File: config.mk
export PLATFORM = sky130hd
export DESIGN_NAME = ps2_kbd_ctrl
export DESIGN_NICKNAME = d
export VERILOG_FILES = /design/src/rtl/ps2_kbd_ctrl.sv
export SDC_FILE = /design/constraint.sdc
export NUM_CORES = 1
export LEC_CHECK = 0
export CAP_MARGIN = 20
export CORE_UTILIZATION = 32
export CTS_BUF_LIST = sky130_fd_sc_hd__clkbuf_2
export DETAILED_ROUTE_END_ITERATION = 10
export PLACE_DENSITY = 0.57
export SYNTH_ARGS = -nofsm -noshare
export SYNTH_HDL_FRONTEND = slang
export SYNTH_SLANG_ARGS = --single-unit
File: constraint.sdc
create_clock -name clk -period 5.3 [get_ports clk]
set_input_delay 0.53 -clock clk [delete_from_list [all_inputs] [get_ports clk]]
set_output_delay 0.53 -clock clk [all_outputs]
set_load 0.01 [all_outputs]
File: src/rtl/ps2_kbd_ctrl.sv
// PS/2 Set-2 keyboard event decoder: parses E0/F0 prefixes from ps2_rx bytes
// and queues {ext, brk, code} events in a first-word-fall-through FIFO.
module ps2_kbd_ctrl #(
  parameter int DEPTH   = 8,
  parameter int TIMEOUT = 100000
) (
  input  logic                     clk,
  input  logic                     reset,
  input  logic                     en,
  output logic                     rx_en,
  input  logic                     rx_done_tick,
  input  logic [7:0]               rx_data,
  output logic                     key_valid,
  output logic [7:0]               key_code,
  output logic                     key_ext,
  output logic                     key_brk,
  input  logic                     key_rd,
  output logic [$clog2(DEPTH):0]   fifo_count,
  output logic                     ovf,
  input  logic                     ovf_clr,
  output logic                     proto_err
);

  localparam int AW = $clog2(DEPTH);
  localparam int TW = $clog2(TIMEOUT + 1);
  localparam logic [AW:0]   FULL_CNT = (AW + 1)'(DEPTH);
  localparam logic [TW-1:0] TMO_LAST = TW'(TIMEOUT - 1);

  typedef enum logic [1:0] {S_IDLE, S_EXT, S_BRK} state_t;

  state_t        state_q, state_d;
  logic          ext_q, ext_d;
  logic [TW-1:0] tmo_q, tmo_d;
  logic          proto_err_q, proto_err_d;
  logic          ovf_q, ovf_d;

  logic          push, push_ext, push_brk;
  logic          accept, timeout, bad_byte;

  logic [9:0]    mem [DEPTH];
  logic [AW-1:0] wptr_q, rptr_q;
  logic [AW:0]   count_q;
  logic          full, empty, pop, wr;
  logic [9:0]    head;

  assign accept   = rx_done_tick & en;
  assign bad_byte = (rx_data == 8'h00) || (rx_data == 8'hFF);
  // A tick in the same cycle as the deadline counts as the awaited byte.
  assign timeout  = (state_q != S_IDLE) && (tmo_q == TMO_LAST) && !accept;

  always_comb begin
    state_d     = state_q;
    ext_d       = ext_q;
    proto_err_d = 1'b0;
    push        = 1'b0;
    push_ext    = 1'b0;
    push_brk    = 1'b0;
    if (accept) begin
      unique case (state_q)
        S_IDLE: begin
          if (rx_data == 8'hE0) begin
            state_d = S_EXT;
            ext_d   = 1'b1;
          end else if (rx_data == 8'hF0) begin
            state_d = S_BRK;
            ext_d   = 1'b0;
          end else if (bad_byte) begin
            proto_err_d = 1'b1;
          end else begin
            push = 1'b1;
          end
        end
        S_EXT: begin
          if (rx_data == 8'hF0) begin
            state_d = S_BRK;
          end else if (rx_data == 8'hE0) begin
            state_d = S_EXT;
          end else if (bad_byte) begin
            state_d     = S_IDLE;
            ext_d       = 1'b0;
            proto_err_d = 1'b1;
          end else begin
            push     = 1'b1;
            push_ext = 1'b1;
            state_d  = S_IDLE;
            ext_d    = 1'b0;
          end
        end
        S_BRK: begin
          state_d = S_IDLE;
          ext_d   = 1'b0;
          if (bad_byte || rx_data == 8'hE0 || rx_data == 8'hF0) begin
            proto_err_d = 1'b1;
          end else begin
            push     = 1'b1;
            push_ext = ext_q;
            push_brk = 1'b1;
          end
        end
        default: state_d = S_IDLE;
      endcase
    end else if (timeout) begin
      state_d     = S_IDLE;
      ext_d       = 1'b0;
      proto_err_d = 1'b1;
    end
  end

  always_comb begin
    if (accept || timeout || state_q == S_IDLE) tmo_d = '0;
    else                                        tmo_d = tmo_q + 1'b1;
  end

  assign full  = (count_q == FULL_CNT);
  assign empty = (count_q == '0);
  assign pop   = key_rd & ~empty;
  // A push into a full FIFO is legal only when the head leaves in the same cycle.
  assign wr    = push & (~full | pop);

  always_comb begin
    ovf_d = ovf_q;
    if (push && full && !pop) ovf_d = 1'b1;
    else if (ovf_clr)         ovf_d = 1'b0;
  end

  always_ff @(posedge clk) begin
    if (reset) begin
      state_q     <= S_IDLE;
      ext_q       <= 1'b0;
      tmo_q       <= '0;
      proto_err_q <= 1'b0;
      ovf_q       <= 1'b0;
      wptr_q      <= '0;
      rptr_q      <= '0;
      count_q     <= '0;
    end else begin
      state_q     <= state_d;
      ext_q       <= ext_d;
      tmo_q       <= tmo_d;
      proto_err_q <= proto_err_d;
      ovf_q       <= ovf_d;
      if (wr)  wptr_q <= wptr_q + 1'b1;
      if (pop) rptr_q <= rptr_q + 1'b1;
      if (wr && !pop)      count_q <= count_q + 1'b1;
      else if (!wr && pop) count_q <= count_q - 1'b1;
    end
  end

  always_ff @(posedge clk) begin
    if (wr && !reset) mem[wptr_q] <= {push_ext, push_brk, rx_data};
  end

  assign head       = mem[rptr_q];
  assign key_valid  = ~empty;
  assign key_code   = key_valid ? head[7:0] : 8'h00;
  assign key_brk    = key_valid & head[8];
  assign key_ext    = key_valid & head[9];
  assign fifo_count = count_q;
  assign ovf        = ovf_q;
  assign proto_err  = proto_err_q;
  assign rx_en      = en & ~full & ~reset;

endmodule

==> summary.md <==
| Metric | Value |
|---|---|
| Largest net degree at the start of global routing | 24 |
| Min-Delay Path Class | reg -> reg |
| CP Max Fanout | 20 |
| Synth Area in Compound Gates | just under 3% |
| Worst-Skew Late Latency | 640 ps |
| Max Cap Viol | 0 |
| Dpl cell area | 5340 sq um |
| Clock sink count | between 100 and 150 |
| Num ports | 32 |
| Max_slew headroom | between 20 and 30% |
| CP cell instances | mux4_2 > mux2i_1 > nor2_1 > clkdlybuf4s50_1 |
| Cell variety after synth | 46 |
| Min Tclk post-route | 3380 ps |
| Switching power | ~610 uW |
| Initial Util | 33.0% |
| Core Region | roughly 15000 sq um |
| Gr usage total | about 13% |
| Num rows | 44 |
| Layout area overhead | 15.0% |
| DR vias/cell | 4.84 |
| Synth area leaders | edfxtp_1, dfxtp_1, mux4_2 |
| Reg2Reg Launch Point | fifo_count[0]$_SDFFE_PP0P_ |
| Router iterations before antenna repair | 7 |
| Die width | 125 um |
| Post-DP HPWL | 5900 um |
| Die area | around 16000 sq um |
| CTS root buffer | clkbuf_2 |
| N_diodes | 0 |
| FF-to-FF End | fifo_count[3]$_SDFFE_PP0P_ |
| Slowest cell delay on critical path | 1050 ps |
| Gp weighted congestion | 0.730 |
| Post_cts resized | 0 |
| CP Capture Type | output port |
| Hold Slack | around 490 ps |
| DR iter-0 viols | 247 |
| Actual slew at the worst max-slew pin | 1060 ps |
| TritonCTS Buffers | 17 |
| Top-count cell post-synth | edfxtp_1 |
| Fin. Hold Viols | 0 |
| Setup crit end | key_code[1] |
| GR Layer Usage met2 | 21.2% |
| Via Count | about 2800 |
| Post-synthesis register bit count | approximately 120 |
| Slowest CP cell | dfxtp_1 |
| Wire per inst | 16.5 um |
| Synth Area per Inst | between 10 and 15 sq um |
| Total grt overflow | 0 |
| CTS tree | done |
| Post-CTS Setup Inserts | 0 |
| Post-synthesis adder-cell area fraction | 3.00% |
| Maximum vdd ir drop | 0.167 mV |
| Failing checks | DRC |
| Synth Area in XOR/XNOR | roughly 3.8% |
| Synth Flop Type | edfxtp_1 |
| Synth top cells by count | edfxtp_1, nor2_1, dfxtp_1, mux4_2, nand2_1 |
| Clock Pin Slew Worst Setup and Hold Paths | 160 ps |
| Pwr Density | roughly 380 nW/um^2 |
| Peak Freq | 296 MHz |
| Setup TNS | 0 ps |
| Unrepaired setup endpoints after global routing | false |
| Asr flop ratio synth | 0% |
| Path depth of the worst reg2reg path | 12 |
| Final setup vio count | 0 |
| Max clock buf depth | 2 |
| R2R Setup Slk | 2240 ps |
| Register area share after synthesis | 64.2% |
| H-tree depth | 4 |
| Grt met1 use | 16.3% |
| Number of synthesized flops with an enable pin | 80 |
| Largest family of logic cells by synthesized area | multiplexers |
| Status | complete, but fails checks |
| Share of layout cells above drive strength 1 | around 16% |
| Power Internal | 1.48 mW |
| Nets | 399 |
| CP required | 4770 ps |
| Tcrit/Tclk final | roughly 64% |
| Design Power | 2.09 mW |
| Crit path kind | reg -> out |
| Sw Share | roughly 29% |
| Final WL | roughly 9400 um |
| Drt drc | 6 |
| YS warnings | 0 |
| Finished Cell Area | about 5600 sq um |
| First-pass GRT wire length | 15100 um |
| Port Buffers | 31 |
| Post-synth top area share | 49.7% |
| Syn nets | 358 |
| Area leader, netlist | edfxtp_1 |
| Vias in the first global route | ~2800 |
| Max Slew Vio Count | 0 |
| Post-CTS Hold Fix Bufs | 0 |
| Chip Height | about 120 um |
| Initial antenna violation count | 0 |
| Clock share of power | roughly a quarter |
| Mapped cell area | 4830 sq um |
| Logic pwr share | 23.6% |
| Antenna viol nets, final | 0 |
| CP startpoint kind | flop |
| CP arrival | 2850 ps |
| Fin Clk Skew | 40.0 ps |
| Syn Inst Count | between 300 and 400 |
| Flop pwr share | between 50% and 60% |
| GR Layer Usage met3 | 4.34% |
| Leakage power | 1.80 nW |
| Most Crowded Layer GR | met2 |
| Simple-gate share of the synthesized area | 12.0% |
| Post-synthesis mux area share | 12.4% |
critical path: cells and delay by family (launching register included):
family,cells,cell delay (ps)
mux,2,630
buf+inv,1,480
simple gates,1,80
flops,1,1050
how the worst min path moves through the flow:
stage          slack (ps)                   to           startpoint  cells past startpoint
3_5_place_dp          450  tmo_q[0]$_SDFF_PP0_  tmo_q[0]$_SDFF_PP0_                      1
6_report              490     ovf$_SDFFE_PP0P_     ovf$_SDFFE_PP0P_                      2
5_1_grt               440     ovf$_SDFFE_PP0P_              ovf_clr                      3
2_1_floorplan         430  tmo_q[0]$_SDFF_PP0_  tmo_q[0]$_SDFF_PP0_                      1
4_1_cts               450     ovf$_SDFFE_PP0P_              ovf_clr                      3
3_3_place_gp          450  tmo_q[0]$_SDFF_PP0_  tmo_q[0]$_SDFF_PP0_                      1
logic make-up (layout without fill, tap and decap cells):
kind of cell | after synthesis | count (layout)
buffers and inverters | 19 | 73
flip-flops | 115 | 115
AO/OA/AOI/OAI | 21 | 21
adder cells (fa/ha/maj) | 11 | 11
AND/OR/NAND/NOR | 112 | 112
multiplexers | 34 | 34
XOR/XNOR | 21 | 21
registers in the layout, summed over array words and instances (netlist names), named ones only:
register and count:
rptr_q 3, wptr_q 3, fifo_count 4, mem 80, ovf 1, tmo_q 17, ext_q 1, state_q 2
proto_err 1
metal layers:
layer	routed length [um]	part of all wire, %
met4	46	0.49
met3	386	4.1
met5	0	0
met1	4460	47
met2	4510	48
placed cells by master, fill, tap and decap left out, types with 2 or more instances in the layout:
cell,instances
a21o_1,2
a21oi_1,8
a31oi_1,3
and2_1,3
and3_1,8
and4_1,5
bufinv_16,2
clkbuf_2,21
clkdlybuf4s50_1,31
clkinv_1,2
clkinv_2,3
clkinvlp_4,3
dfxtp_1,34
edfxtp_1,80
ha_1,10
inv_1,8
mux2i_1,12
mux4_2,20
nand2_1,13
nand2b_1,2
nand3_1,7
nand4_1,6
nor2_1,45
nor2b_1,3
nor3_1,5
nor4_1,3
o21ai_0,2
or4_1,3
xnor2_1,10
xor2_1,11
per-stage QoR:
step	utilization [%]	worst slack (ps)	instances
after floorplan	-	2530	333
after global placement	36.5	1650	539
after detailed placement	36.5	1530	539
after CTS	38.0	1790	571
after global routing	38.0	1640	571
final	38.0	1920	571
cell type report:
cell class	count	area [sq um]
clock buffer	21	105
clock inverter	11	114
fill	1388	9090
inverter	9	33.8
multi-input combinational	199	1650
sequential	115	3100
tap	184	230
timing repair buffer	32	318
power groups by stage:
| stage | combinational (mW) | sequential, mW | clock, mW |
|---|---|---|---|
| 6_report | 0.495 | 1.06 | 0.540 |
| 5_1_grt | 0.538 | 1.07 | 0.597 |
| 4_1_cts | 0.504 | 1.06 | 0.560 |
| 3_5_place_dp | 0.503 | 1.08 | 0 |
| 3_3_place_gp | 0.496 | 1.08 | 0 |
| 2_1_floorplan | 0.313 | 1.03 | 0 |
No activity file was read; power rests on OpenSTA's default activity.
